`src/rtl/spinner_multi_if.sv`:
```
// Control inputs and angle/quadrature outputs of the multi-channel spinner.
// master drives requests and spinner words; slave is the encoder.
interface spinner_multi_if #(
    parameter int CH = 2,
    parameter int W  = 4
);
    logic              strobe;
    logic [CH-1:0]     plus;
    logic [CH-1:0]     minus;
    logic [CH-1:0]     fast;
    logic [CH-1:0]     center;
    logic [9*CH-1:0]   spin_in;
    logic [W*CH-1:0]   angle;
    logic [2*CH-1:0]   quad;

    modport master (
        output strobe, plus, minus, fast, center, spin_in,
        input  angle, quad
    );

    modport slave (
        input  strobe, plus, minus, fast, center, spin_in,
        output angle, quad
    );
endinterface

```
`src/rtl/spinner_multi.sv`:
```
// Multi-channel rotary encoder: digital left/right stepping on strobe rising edges plus
// analog spinner deltas drained one step per cycle; angle registered, quad combinational.
module spinner_multi #(
    parameter int CH   = 2,
    parameter int W    = 4,
    parameter int SLOW = 8,
    parameter int FAST = 2,
    parameter int DIV  = 4,
    parameter int MODE = 0
) (
    input  logic          clk_sys,
    input  logic          reset_n,
    spinner_multi_if.slave sp
);
    localparam int PMAX = (SLOW > FAST) ? SLOW : FAST;
    localparam int CW   = (PMAX > 1) ? $clog2(PMAX) : 1;
    localparam logic [W-1:0] ANG_MID = W'(1) << (W-1);
    localparam logic [W-1:0] ANG_RST = (MODE == 1) ? ANG_MID : '0;
    localparam logic signed [W+2:0] ANG_MAX = (W+3)'((1 << W) - 1);
    localparam logic signed [13:0]  DIV_S   = 14'(DIV);
    localparam logic signed [13:0]  ACC_MAX = 14'sd2047;

    logic r_s_q;
    logic w_tick;

    assign w_tick = sp.strobe & ~r_s_q;

    always_ff @(posedge clk_sys or negedge reset_n) begin
        if (!reset_n) r_s_q <= 1'b0;
        else          r_s_q <= sp.strobe;
    end

    for (genvar c = 0; c < CH; c++) begin : g_ch
        logic [CW-1:0]        r_cnt, w_cnt_eff, w_cnt_nxt, w_lim;
        logic                 r_dir_vld, r_dir, w_vld, w_dir;
        logic signed [11:0]   r_acc, w_acc_nxt;
        logic signed [13:0]   w_acc_ext, w_delta, w_acc_sum;
        logic                 r_tog, r_armed, w_tgl;
        logic [W-1:0]         r_angle, w_angle_nxt;
        logic signed [2:0]    w_d_dig, w_d_an;
        logic signed [W+2:0]  w_ang_sum;

        always_comb begin
            w_vld     = sp.plus[c] ^ sp.minus[c];
            w_dir     = sp.plus[c];
            w_lim     = sp.fast[c] ? CW'(FAST - 1) : CW'(SLOW - 1);
            // A reversal restarts the period, so the first step after it is a full period away.
            w_cnt_eff = (r_dir_vld && w_vld && (r_dir != w_dir)) ? '0 : r_cnt;
            w_cnt_nxt = w_cnt_eff;
            w_d_dig   = 3'sd0;
            if (!w_vld) begin
                w_cnt_nxt = '0;
            end else if (w_tick) begin
                if (w_cnt_eff >= w_lim) begin
                    w_cnt_nxt = '0;
                    w_d_dig   = w_dir ? 3'sd1 : -3'sd1;
                end else begin
                    w_cnt_nxt = w_cnt_eff + CW'(1);
                end
            end
        end

        always_comb begin
            w_tgl     = r_armed && (sp.spin_in[c*9+8] != r_tog);
            w_delta   = {{6{sp.spin_in[c*9+7]}}, sp.spin_in[c*9 +: 8]};
            w_acc_ext = {{2{r_acc[11]}}, r_acc};
            w_acc_sum = w_acc_ext + (w_tgl ? w_delta : 14'sd0);
            w_d_an    = 3'sd0;
            // Step decision looks only at the registered accumulator.
            if (w_acc_ext >= DIV_S) begin
                w_d_an    = 3'sd1;
                w_acc_sum = w_acc_sum - DIV_S;
            end else if (w_acc_ext <= -DIV_S) begin
                w_d_an    = -3'sd1;
                w_acc_sum = w_acc_sum + DIV_S;
            end
            if (w_acc_sum > ACC_MAX)       w_acc_nxt = 12'sd2047;
            else if (w_acc_sum < -ACC_MAX) w_acc_nxt = -12'sd2047;
            else                           w_acc_nxt = w_acc_sum[11:0];
        end

        always_comb begin
            w_ang_sum   = $signed({3'b000, r_angle}) + (W+3)'(w_d_dig) + (W+3)'(w_d_an);
            w_angle_nxt = w_ang_sum[W-1:0];
            if (MODE == 1) begin
                if (w_ang_sum < 0)             w_angle_nxt = '0;
                else if (w_ang_sum > ANG_MAX)  w_angle_nxt = ANG_MAX[W-1:0];
            end
        end

        always_ff @(posedge clk_sys or negedge reset_n) begin
            if (!reset_n) begin
                r_cnt     <= '0;
                r_dir_vld <= 1'b0;
                r_dir     <= 1'b0;
                r_acc     <= '0;
                r_tog     <= 1'b0;
                r_armed   <= 1'b0;
                r_angle   <= ANG_RST;
            end else begin
                r_dir_vld <= w_vld;
                r_dir     <= w_dir;
                r_tog     <= sp.spin_in[c*9+8];
                r_armed   <= 1'b1;
                if (sp.center[c]) begin
                    r_cnt   <= '0;
                    r_acc   <= '0;
                    r_angle <= ANG_MID;
                end else begin
                    r_cnt   <= w_cnt_nxt;
                    r_acc   <= w_acc_nxt;
                    r_angle <= w_angle_nxt;
                end
            end
        end

        assign sp.angle[c*W +: W] = r_angle;
        assign sp.quad[c*2 +: 2]  = {r_angle[1], r_angle[1] ^ r_angle[0]};
    end
endmodule
```
`src/flat_wrapper.sv`:
```
// flat-port wrapper written by rule: the top's interface ports become plain ports
module spinner_multi_flat 
#(
    parameter int CH   = 2,
    parameter int W    = 4,
    parameter int SLOW = 8,
    parameter int FAST = 2,
    parameter int DIV  = 4,
    parameter int MODE = 0
)
  (clk_sys, reset_n, sp_strobe, sp_plus, sp_minus, sp_fast, sp_center, sp_spin_in, sp_angle, sp_quad);
  spinner_multi_if #(.CH(CH), .W(W)) sp_i ();
  input  logic clk_sys;
  input  logic reset_n;
  input wire logic [$bits(sp_i.strobe)-1:0] sp_strobe;
  input wire logic [$bits(sp_i.plus)-1:0] sp_plus;
  input wire logic [$bits(sp_i.minus)-1:0] sp_minus;
  input wire logic [$bits(sp_i.fast)-1:0] sp_fast;
  input wire logic [$bits(sp_i.center)-1:0] sp_center;
  input wire logic [$bits(sp_i.spin_in)-1:0] sp_spin_in;
  output wire logic [$bits(sp_i.angle)-1:0] sp_angle;
  output wire logic [$bits(sp_i.quad)-1:0] sp_quad;
  assign sp_i.strobe = sp_strobe;
  assign sp_i.plus = sp_plus;
  assign sp_i.minus = sp_minus;
  assign sp_i.fast = sp_fast;
  assign sp_i.center = sp_center;
  assign sp_i.spin_in = sp_spin_in;
  assign sp_angle = sp_i.angle;
  assign sp_quad = sp_i.quad;
  spinner_multi #(.CH(CH), .W(W), .SLOW(SLOW), .FAST(FAST), .DIV(DIV), .MODE(MODE)) u_core (.clk_sys(clk_sys), .reset_n(reset_n), .sp(sp_i));
endmodule
```
`config.mk`:
```
export PLATFORM = sky130hd
export DESIGN_NAME = spinner_multi_flat
export DESIGN_NICKNAME = d
export VERILOG_FILES = /design/src/rtl/spinner_multi_if.sv /design/src/rtl/spinner_multi.sv /design/src/flat_wrapper.sv
export SDC_FILE = /design/constraint.sdc
export NUM_CORES = 1
export LEC_CHECK = 0
export CORE_MARGIN = 4
export CORE_UTILIZATION = 37
export CTS_CLUSTER_DIAMETER = 30
export DETAILED_ROUTE_END_ITERATION = 16
export PLACE_DENSITY = 0.68
export SETUP_SLACK_MARGIN = 0.15
export SLEW_MARGIN = 20
export SYNTH_ARGS = -nofsm -noshare
export SYNTH_HDL_FRONTEND = slang
export SYNTH_SLANG_ARGS = --single-unit
```
`constraint.sdc`:
```
create_clock -name clk_sys -period 4.71 [get_ports clk_sys]
set_input_delay 0.942 -clock clk_sys [delete_from_list [all_inputs] [get_ports clk_sys]]
set_output_delay 0.942 -clock clk_sys [all_outputs]
set_load 0.01 [all_outputs]
```
==> flow_metrics.env, run 1 <==
export IMPL_antenna_found_initial=0
export IMPL_setup_slack_ns=0.0602
export IMPL_fin_area_mm2=0.00698
export IMPL_comb_power_share_pct=72.0
export IMPL_placementRows=40
export IMPL_core_mm2=0.0121
export IMPL_avgSynthCellArea_um2=8.40
export IMPL_finalCriticalPeriod_ns=4.65
export IMPL_first_iter_violations=210
export IMPL_crit_fanout=7
export IMPL_drt_wirelength_per_cell_um=16.3
export IMPL_power_frac_seq_pct=17.3
export IMPL_cts_hold_buf=0
export IMPL_finalCoreUtilization_pct=57.9
export IMPL_yosysWarnings=0
export IMPL_max_vdd_ir_drop_v=0.000346
export IMPL_synth_cells=544
export IMPL_clkLatencyLatePin_ns=0.29
export IMPL_ys_seq_area_share_pct=25.2
export IMPL_drive_above_1_share_pct=35.1
export IMPL_gp_congestion=0.874
export IMPL_h_tree_depth=2
export IMPL_ys_seq_elements=46
export IMPL_critPathKind="input pin to flip-flop"
export IMPL_drv_cap=0
export IMPL_numCtsBuffers=5
export IMPL_antennaDiodeCount=0
export IMPL_die_w_um=119
export IMPL_status="finished clean"
export IMPL_io_pins=41
export IMPL_synth_ff_type="dfrtp_1"
export IMPL_cts_root_buf="clkbuf_16"
export IMPL_area_delta_synth_final_pct=52.6
export IMPL_switching_share_pct=44.4
export IMPL_final_nets=783
export IMPL_cts_tree="built"
export IMPL_drc=0
export IMPL_fin_crit_sh_pct=98.7
export IMPL_power_leakage_nw=3.15
export IMPL_clkPwrFrac_pct=10.7
export IMPL_clock_sinks=46
export IMPL_wirelength_mm=14.4
export IMPL_clock_path_buffers=2
export IMPL_power_switching_mw=1.75
export IMPL_p_int_mw=2.20
export IMPL_grt_pass1_vias=4947
export IMPL_start_kind="input pin"
export IMPL_pre_cts_ws_ns=-0.653
export IMPL_hold_viol=0
export IMPL_die_area_mm2=0.0142
export IMPL_slew_headroom_pct=44.9
export IMPL_synth_edf_count=0
export IMPL_ys_async_sr_fraction_pct=100
export IMPL_port_buffers=40
export IMPL_grt_pass1_wl_mm=23.5
export IMPL_syn_area_mm2=0.00457
export IMPL_drt_first_pass_iters=5
export IMPL_fin_skew_ns=0.00584
export IMPL_syn_num_nets=613
export IMPL_holdCritPathClass="input pin to asynchronous set/reset pin"
export IMPL_powerDensity_mw_per_mm2=566
export IMPL_die_h_um=119
export IMPL_cp_required_ns=4.93
export IMPL_slew_viol_final=0
export IMPL_max_freq_ghz=0.215
export IMPL_ant_nets=0
export IMPL_synth_cell_types=74
export IMPL_rr_worst_depth=17
export IMPL_grt_total_usage_pct=19.9
export IMPL_rsz0062_at_grt="true"
export IMPL_post_dp_cell_area_mm2=0.00615
export IMPL_tightest_slew_ns=0.817
export IMPL_fillers=1023
export IMPL_vias_per_cell=5.45
export IMPL_path_clk_slew_ns=0.07
export IMPL_initial_core_util_pct=37.9
export IMPL_cp_arrival_ns=4.87
export IMPL_grt_max_degree=47
export IMPL_critPathCaptureType="flip-flop"
export IMPL_vias=4809
export IMPL_overflow=0
export IMPL_dp_hpwl_mm=10.6
export IMPL_setup_viol=0
export IMPL_power_mw=3.95
-- cells by family (layout without fill, tap and decap cells) --
kind of cell | Yosys count | in the layout | synth area share, %
other | 1 | 1 | 0.0820
muxes | 10 | 10 | 2.22
adders and majority gates | 40 | 40 | 12.6
AOI/OAI and AO/OA | 120 | 120 | 19.2
buffers and inverters | 58 | 229 | 5.09
and+or+nand+nor | 213 | 213 | 24.9
xor gates and xnor gates | 56 | 56 | 10.7
DFF | 46 | 46 | 25.2
-- per-stage QoR --
stage                     hold slack (ns)  setup TNS, ns  instances
after floorplan                     0.606              0        544
after global placement              0.633         -11.22        849
after detailed placement            0.656         -13.08        849
after CTS                           0.685              0        872
after global routing                0.703         -0.550        883
final                               0.658              0        883
-- critical path: stages --
cell and delay (ns):
buf_8 0.11, xnor2_4 0.12, nor2b_4 0.18, and2_4 0.18, ha_4 0.12, inv_2 0.04, fa_2 0.34, nand2b_4 0.18
a211oi_4 0.30, nor2b_2 0.09, xnor2_1 0.15, or4_4 0.56, or4_1 0.51, o211ai_1 0.17, nand2_1 0.14, o41ai_4 0.39
buf_6 0.19, a22o_1 0.17
-- cells in the mapped netlist (3+ instances only) --
library cell / number / area, um^2
nand2_1: 50 / 188
dfrtp_1: 46 / 1150
inv_1: 41 / 154
nor2_1: 39 / 146
ha_1: 30 / 375
xnor2_1: 30 / 263
xor2_1: 26 / 228
a21oi_1: 23 / 115
nand3_1: 23 / 115
o21ai_0: 20 / 100
and2_1: 15 / 93.8
clkbuf_1: 13 / 48.8
nor2b_1: 13 / 81.3
o211ai_1: 13 / 97.6
nor3_1: 11 / 55.1
fa_1: 10 / 200
mux2i_1: 9 / 90.1
and3_1: 8 / 50.1
nand2b_1: 8 / 50.1
nand4_1: 8 / 50.1
a31oi_1: 6 / 37.5
nor4_1: 6 / 37.5
o22ai_1: 6 / 37.5
o31ai_1: 6 / 45.0
a211oi_1: 4 / 30.0
nor3b_1: 4 / 30.0
nor4b_1: 4 / 35.0
or3_1: 4 / 25.0
or4_1: 4 / 30.0
a22oi_1: 3 / 22.5
a311oi_1: 3 / 26.3
and3b_1: 3 / 26.3
o21ai_1: 3 / 15.0
or2_2: 3 / 18.8
-- worst paths after layout --
path	slack, ns	startpoint	endpoint
setup / recovery	0.06	sp_spin_in[17]	u_core.g_ch[1].r_acc[0]
hold / removal	0.66	reset_n	u_core.g_ch[0].r_angle[3]
setup reg to reg	0.32	u_core.g_ch[1].r_tog	u_core.g_ch[1].r_acc[0]
hold reg to reg	0.69	u_core.g_ch[0].r_cnt[1]	u_core.g_ch[0].r_cnt[1]
max in group asynchronous	3.64	reset_n	u_core.g_ch[0].r_acc[11]
min in group clk_sys	0.69	u_core.g_ch[0].r_cnt[1]	u_core.g_ch[0].r_cnt[1]
-- registers in the layout, indices dropped and copies added (netlist names) --
register	count
u_core.g_ch.r_acc	24
u_core.g_ch.r_angle	8
u_core.g_ch.r_cnt	6
u_core.g_ch.r_dir	2
u_core.g_ch.r_dir_vld	2
u_core.g_ch.r_tog	2
u_core.g_ch.r_armed	1
u_core.r_s_q	1
-- placed cells by master (no fill, tap or decap), types with 21 or more instances in the layout --
master,count
buf_4,134
nand2_1,50
dfrtp_1,46
inv_1,38
nor2_1,34
clkdlybuf4s50_1,31
ha_1,25
xor2_1,21
-- timing repair --
item / 4_1_cts / 5_1_grt
endpoints found under the setup margin: 24 / 24
buffers inserted: 15 / 11
gates resized for setup: 41 / 55
pin swaps: 23 / 34
-- per-layer routing --
metal	GRT usage (%)	wire length, um	up-vias
li1	-	-	2280
met1	25.2	6200	2342
met2	35.0	7200	145
met3	2.42	563	42
met4	6.52	418	0
met5	0	0	-
-- layout make-up --
| cell class | count | area [um^2] | area share [%] |
|---|---|---|---|
| flip-flops and latches | 46 | 1150 | 16.5 |
| multi-input cells | 440 | 3800 | 54.4 |
| clock buffers | 5 | 125 | 1.79 |
| well taps | 168 | 210 | 3.01 |
| clock inverters | 3 | 48.8 | 0.699 |
| inverters | 42 | 158 | 2.26 |
| repair buffers | 179 | 1490 | 21.3 |
-- power by group through the flow --
| stage | Sequential, mW | Clock, mW | Combinational (mW) |
|---|---|---|---|
| global placement | 0.671 | 0 | 2.32 |
| global route | 0.695 | 0.446 | 3.11 |
| finish | 0.684 | 0.423 | 2.85 |
| floorplan | 0.602 | 0 | 1.42 |
| CTS | 0.672 | 0.431 | 2.60 |
| detailed placement | 0.675 | 0 | 2.38 |
Power figures use the tool's default switching activity.
==> inputs of run 2 (changes only) <==
--- a/config.mk
+++ b/config.mk
@@ -7,7 +7,8 @@
 export LEC_CHECK = 0
 export CORE_MARGIN = 4
 export CORE_UTILIZATION = 37
-export CTS_CLUSTER_DIAMETER = 30
+export CTS_BUF_LIST = sky130_fd_sc_hd__clkbuf_8
+export CTS_CLUSTER_DIAMETER = 40
 export DETAILED_ROUTE_END_ITERATION = 16
 export PLACE_DENSITY = 0.68
 export SETUP_SLACK_MARGIN = 0.15
==> run 2 against run 1 <==
  * Fmax increased by 3.0%
  * Largest power group unchanged
  * First-iteration DRC count is 18% higher
  * Largest cell class unchanged
  * Critical path type unchanged
  * Global-route usage fell by 0.084 points
  * Highest routed layer unchanged
  * Cell area decreased by 2.3%
  * Die area did not move
  * Utilization shrank 1.3 points
==> flow_metrics.env, run 2 (same netlist as run 1, synthesis figures left out) <==
export IMPL_status="finished clean"
export IMPL_hold_viol=0
export IMPL_critPathCaptureType="flip-flop"
export IMPL_max_freq_ghz=0.221
export IMPL_largest_register_ff_count=24
export IMPL_critPathKind="input pin to flip-flop"
export IMPL_overflow=0
export IMPL_use_met3_pct=2.37
export IMPL_crit_fanout=7
export IMPL_core_mm2=0.0121
export IMPL_antennaDiodeCount=0
export IMPL_slew_headroom_pct=50.0
export IMPL_final_nets=781
export IMPL_fin_area_mm2=0.00682
export IMPL_tightest_slew_ns=0.742
export IMPL_ant_nets=0
export IMPL_grt_max_degree=47
export IMPL_antenna_found_initial=0
export IMPL_ff2ff_setup_slack_ns=0.42
export IMPL_port_buffers=40
export IMPL_initial_core_util_pct=37.9
export IMPL_power_mw=3.79
export IMPL_die_area_mm2=0.0142
export IMPL_area_delta_synth_final_pct=49.2
export IMPL_finalCoreUtilization_pct=56.5
export IMPL_first_iter_violations=247
export IMPL_rr_endpoint="u_core.g_ch[1].r_acc[0]"
export IMPL_grt_busiest_layer="met2"
export IMPL_use_met1_pct=25.2
export IMPL_drt_first_pass_iters=4
export IMPL_vias=4701
export IMPL_max_vdd_ir_drop_v=0.000391
export IMPL_clock_sinks=46
export IMPL_vias_per_cell=5.34
export IMPL_drive_above_1_share_pct=34.1
export IMPL_cts_hold_buf=0
export IMPL_grt_pass1_vias=4945
export IMPL_grt_pass1_wl_mm=23.4
export IMPL_path_clk_slew_ns=0.10
export IMPL_drv_cap=0
export IMPL_fillers=1050
export IMPL_r2r_start="u_core.g_ch[1].r_tog"
export IMPL_rr_worst_depth=17
export IMPL_fin_skew_ns=0.00945
export IMPL_place_inst=849
export IMPL_finalCriticalPeriod_ns=4.52
export IMPL_numCtsBuffers=5
export IMPL_start_kind="input pin"
export IMPL_dp_hpwl_mm=10.6
export IMPL_fin_crit_sh_pct=95.9
export IMPL_mostFrequentLayoutCell="buf_4"
export IMPL_slew_viol_final=0
export IMPL_post_dp_cell_area_mm2=0.00615
export IMPL_top_regs="u_core.g_ch.r_acc: 24 flops, u_core.g_ch.r_angle: 8 flops, u_core.g_ch.r_cnt: 6 flops"
export IMPL_stdcell_count=881
export IMPL_rsz0062_at_grt="true"
export IMPL_clock_path_buffers=2
export IMPL_drc=0
export IMPL_die_h_um=119
export IMPL_h_tree_depth=2
export IMPL_use_met2_pct=35.0
export IMPL_most_common_layout_cells="134 x buf_4, 49 x nand2_1, 46 x dfrtp_1, 38 x inv_1, 35 x nor2_1"
export IMPL_cp_required_ns=4.92
export IMPL_io_pins=41
export IMPL_holdCritPathClass="input pin to asynchronous set/reset pin"
export IMPL_drt_wirelength_per_cell_um=15.9
export IMPL_placementRows=40
export IMPL_regMostFlops="u_core.g_ch.r_acc"
export IMPL_cts_tree="built"
export IMPL_grt_total_usage_pct=19.8
export IMPL_die_w_um=119
export IMPL_powerDensity_mw_per_mm2=555
export IMPL_cp_arrival_ns=4.72
export IMPL_power_leakage_nw=3.09
export IMPL_gp_congestion=0.874
export IMPL_setup_viol=0
export IMPL_wirelength_mm=14.0
export IMPL_pre_cts_ws_ns=-0.653
export IMPL_clkLatencyLatePin_ns=0.32
export IMPL_setup_slack_ns=0.194
export IMPL_cts_root_buf="clkbuf_8"
run 2: power by group:
part / total, mW / switching, mW / leakage (nW) / internal [mW]
registers: 0.679 / 0.167 / 0.585 / 0.512
logic: 2.79 / 1.37 / 2.45 / 1.41
clock network: 0.321 / 0.160 / 0.0563 / 0.162
run 2: worst max-delay path by stage:
stage | start | end | slack, ns
final | sp_spin_in[17] | u_core.g_ch[1].r_acc[0] | 0.19
after global routing | sp_spin_in[17] | u_core.g_ch[1].r_acc[0] | 0.01
after CTS | sp_spin_in[17] | u_core.g_ch[1].r_acc[1] | 0.13
after detailed placement | sp_spin_in[17] | u_core.g_ch[1].r_acc[6] | -0.65
after global placement | sp_spin_in[8] | u_core.g_ch[0].r_acc[2] | -0.55
after floorplan | sp_spin_in[8] | u_core.g_ch[0].r_acc[2] | 0.05
run 2: worst max-delay path, cell delays in order:
cell	delay, ns
buf_8	0.11
xnor2_4	0.13
nor2b_4	0.19
and2_4	0.18
ha_4	0.12
inv_2	0.04
fa_2	0.34
nand2b_4	0.18
a211oi_4	0.28
nor2b_2	0.09
xnor2_2	0.14
or4_4	0.54
or4_4	0.43
a221o_1	0.40
o31ai_4	0.09
o41ai_4	0.14
buf_6	0.16
a22o_1	0.22
run 2: layout make-up:
type	instances	area, um^2	area share, %
timing repair buffer	177	1460	21.3
clock buffer	5	68.8	1.01
multi-input combinational	440	3730	54.7
inverter	42	158	2.31
sequential	46	1150	16.9
clock inverter	3	48.8	0.715
tap	168	210	3.08
run 2: through the flow:
stage / hold WS, ns / setup TNS, ns
2_1_floorplan: 0.606 / 0
3_3_place_gp: 0.633 / -11.22
3_5_place_dp: 0.656 / -13.08
4_1_cts: 0.692 / 0
5_1_grt: 0.668 / 0
6_report: 0.623 / 0
run 2: what timing repair did:
action                                  CTS  global route
endpoints found under the setup margin   24            24
pin swaps                                19            40
setup buffers                            15             9
gates resized for setup                  37            45
endpoints found under the hold margin     0             0
run 2: per-layer routing:
layer,up-vias,share of wire (%)
met2,113,51
li1,2278,-
met3,22,3.4
met5,-,0
met1,2288,44
met4,0,1.9
==> inputs of run 3 (changes only) <==
--- a/config.mk
+++ b/config.mk
@@ -6,11 +6,11 @@
 export NUM_CORES = 1
 export LEC_CHECK = 0
 export CORE_MARGIN = 4
-export CORE_UTILIZATION = 37
+export CORE_UTILIZATION = 53
 export CTS_BUF_LIST = sky130_fd_sc_hd__clkbuf_8
 export CTS_CLUSTER_DIAMETER = 40
 export DETAILED_ROUTE_END_ITERATION = 16
-export PLACE_DENSITY = 0.68
+export PLACE_DENSITY = 0.88
 export SETUP_SLACK_MARGIN = 0.15
 export SLEW_MARGIN = 20
 export SYNTH_ARGS = -nofsm -noshare
==> run 3 against run 2 <==
  * The run now ends with setup timing left
  * Cell area increased by 0.37%
  * Critical path type unchanged
  * Clock skew increased by 0.0051 ns
  * Critical endpoint is now u_core.g_ch[1].r_acc[5]
  * Clock power decreased by 14%
  * Combinational power increased by 13%
  * Highest routed layer unchanged
  * First-iteration DRC count increased to 3.1 times the previous value
  * Utilization increased by 26 points
==> flow_metrics.env, run 3 (same netlist as run 1, synthesis figures left out) <==
export IMPL_status="finished, violations left"
export IMPL_violations="setup timing"
export IMPL_die_w_um=101
export IMPL_vias=5725
export IMPL_vias_per_cell=7.07
export IMPL_cp_arrival_ns=5.11
export IMPL_cts_tree="built"
export IMPL_crit_fanout=7
export IMPL_drive_above_1_share_pct=35.2
export IMPL_pre_cts_ws_ns=-0.673
export IMPL_finalCoreUtilization_pct=82.5
export IMPL_top_regs="u_core.g_ch.r_acc: 24 flops, u_core.g_ch.r_angle: 8 flops, u_core.g_ch.r_cnt: 6 flops"
export IMPL_dp_hpwl_mm=10.9
export IMPL_area_delta_synth_final_pct=49.7
export IMPL_drt_first_pass_iters=6
export IMPL_tns_ns=-2.04
export IMPL_numCtsBuffers=5
export IMPL_wirelength_mm=21.1
export IMPL_powerDensity_mw_per_mm2=608
export IMPL_drt_wirelength_per_cell_um=26.0
export IMPL_fin_crit_sh_pct=105
export IMPL_grt_total_usage_pct=33.4
export IMPL_slew_headroom_pct=40.7
export IMPL_ff2ff_setup_slack_ns=0.01
export IMPL_multi_input_area_mm2=0.00392
export IMPL_clock_path_buffers=2
export IMPL_post_dp_cell_area_mm2=0.00600
export IMPL_h_tree_depth=2
export IMPL_largest_register_ff_count=24
export IMPL_gp_congestion=0.983
export IMPL_antenna_found_initial=1
export IMPL_slew_viol_final=0
export IMPL_slowest_stage="or4b_4"
export IMPL_grt_pass1_vias=5419
export IMPL_setup_viol=11
export IMPL_cts_root_buf="clkbuf_8"
export IMPL_first_iter_violations=771
export IMPL_grt_max_degree=47
export IMPL_power_leakage_nw=3.03
export IMPL_mostFrequentLayoutCell="buf_4"
export IMPL_core_mm2=0.00830
export IMPL_hold_viol=0
export IMPL_start_kind="input pin"
export IMPL_io_pins=41
export IMPL_regArea_mm2=0.00115
export IMPL_regMostFlops="u_core.g_ch.r_acc"
export IMPL_rr_worst_depth=20
export IMPL_path_clk_slew_ns=0.10
export IMPL_grt_pass1_wl_mm=26.8
export IMPL_max_freq_ghz=0.203
export IMPL_final_nets=772
export IMPL_power_mw=4.16
export IMPL_fin_area_mm2=0.00685
export IMPL_ant_nets=0
export IMPL_max_stage_delay_ns=0.56
export IMPL_drv_cap=0
export IMPL_tightest_slew_ns=0.885
export IMPL_cp_required_ns=4.89
export IMPL_rr_endpoint="u_core.g_ch[1].r_acc[5]"
export IMPL_finalCriticalPeriod_ns=4.93
export IMPL_r2r_start="u_core.g_ch[1].r_tog"
export IMPL_critPathKind="input pin to flip-flop"
export IMPL_holdCritPathClass="input pin to asynchronous set/reset pin"
export IMPL_most_common_layout_cells="124 x buf_4, 50 x nand2_1, 46 x dfrtp_1, 38 x inv_1, 36 x nor2_1"
export IMPL_critPathCaptureType="flip-flop"
export IMPL_overflow=0
export IMPL_initial_core_util_pct=55.1
export IMPL_max_vdd_ir_drop_v=0.000558
export IMPL_cts_hold_buf=0
export IMPL_die_area_mm2=0.0102
export IMPL_drc=0
export IMPL_clkLatencyLatePin_ns=0.33
export IMPL_clock_sinks=46
export IMPL_fin_skew_ns=0.0145
export IMPL_rsz0062_at_grt="true"
export IMPL_fillers=392
export IMPL_placementRows=33
export IMPL_cp_cell_sequence="buf_8 > xnor2_4 > nor2b_4 > and2_4 > ha_4 > inv_2 > fa_2 > nand2b_4 > a21oi_4 > xnor2_2 > buf_4 > buf_6 > nand4_1 > nor4_2 > or4b_4 > buf_4 > a21o_1 > a21bo_4 > nand3_4 > buf_8 > o311ai_4"
export IMPL_port_buffers=40
export IMPL_die_h_um=101
export IMPL_setup_slack_ns=-0.221
-- run 3: changes by cell type in the layout (fill, tap and decap cells not counted), moves of 3 or more --
cell	before	now
buf_4	134	124
ha_4	4	9
xnor2_1	20	25
a21oi_1	19	15
ha_1	24	20
a21oi_2	1	4
mux2i_1	8	5
xnor2_2	7	4
xor2_1	22	19
-- run 3: final cells by class --
cell class                 count  area share [%]
sequential                    46            16.8
multi-input combinational    440            57.2
tap                          105            1.92
antenna                        1          0.0366
clock buffer                   5            1.01
inverter                      42            2.30
timing repair buffer         168            20.4
clock inverter                 3           0.311
-- run 3: how the worst max path moves through the flow --
| stage | slack, ns | startpoint | endpoint |
|---|---|---|---|
| finish | -0.22 | sp_spin_in[17] | u_core.g_ch[1].r_acc[5] |
| detailed placement | -0.67 | sp_spin_in[8] | u_core.g_ch[0].r_acc[2] |
| CTS | 0.14 | sp_spin_in[0] | u_core.g_ch[0].r_acc[2] |
| global placement | -0.54 | sp_spin_in[8] | u_core.g_ch[0].r_acc[2] |
| floorplan | 0.05 | sp_spin_in[8] | u_core.g_ch[0].r_acc[2] |
| global route | -0.24 | sp_spin_in[17] | u_core.g_ch[1].r_acc[5] |
-- run 3: power by group --
part           switching, mW  leakage (nW)  total [mW]  internal (mW)
logic                   1.76          2.40        3.16           1.41
registers              0.211         0.585       0.722          0.511
clock network          0.170        0.0441       0.275          0.105
total                   2.14          3.03        4.16           2.02
-- run 3: worst max-delay path, delay by kind of cell --
kind                     cells  cell delay, ns
AO/OA/AOI/OAI                4            0.92
AND/OR/NAND/NOR              7            1.71
XOR/XNOR                     2            0.31
buffers and inverters        6            0.73
adder cells (fa/ha/maj)      2            0.48
-- run 3: layer usage --
metal	track usage, %	wire [um]
met1	37.9	6820
met2	58.2	9540
met3	6.16	2440
met4	19.8	2260
met5	0	0
-- run 3: repair_timing --
action	4_1_cts	5_1_grt
setup buffers	11	12
pin swaps	33	42
gates resized for setup	52	62
setup endpoints to repair	25	27
-- run 3: per-stage QoR --
step	instances	hold WS, ns
4_1_cts	797	0.679
3_5_place_dp	778	0.650
2_1_floorplan	544	0.606
3_3_place_gp	778	0.636
5_1_grt	810	0.656
6_report	810	0.610
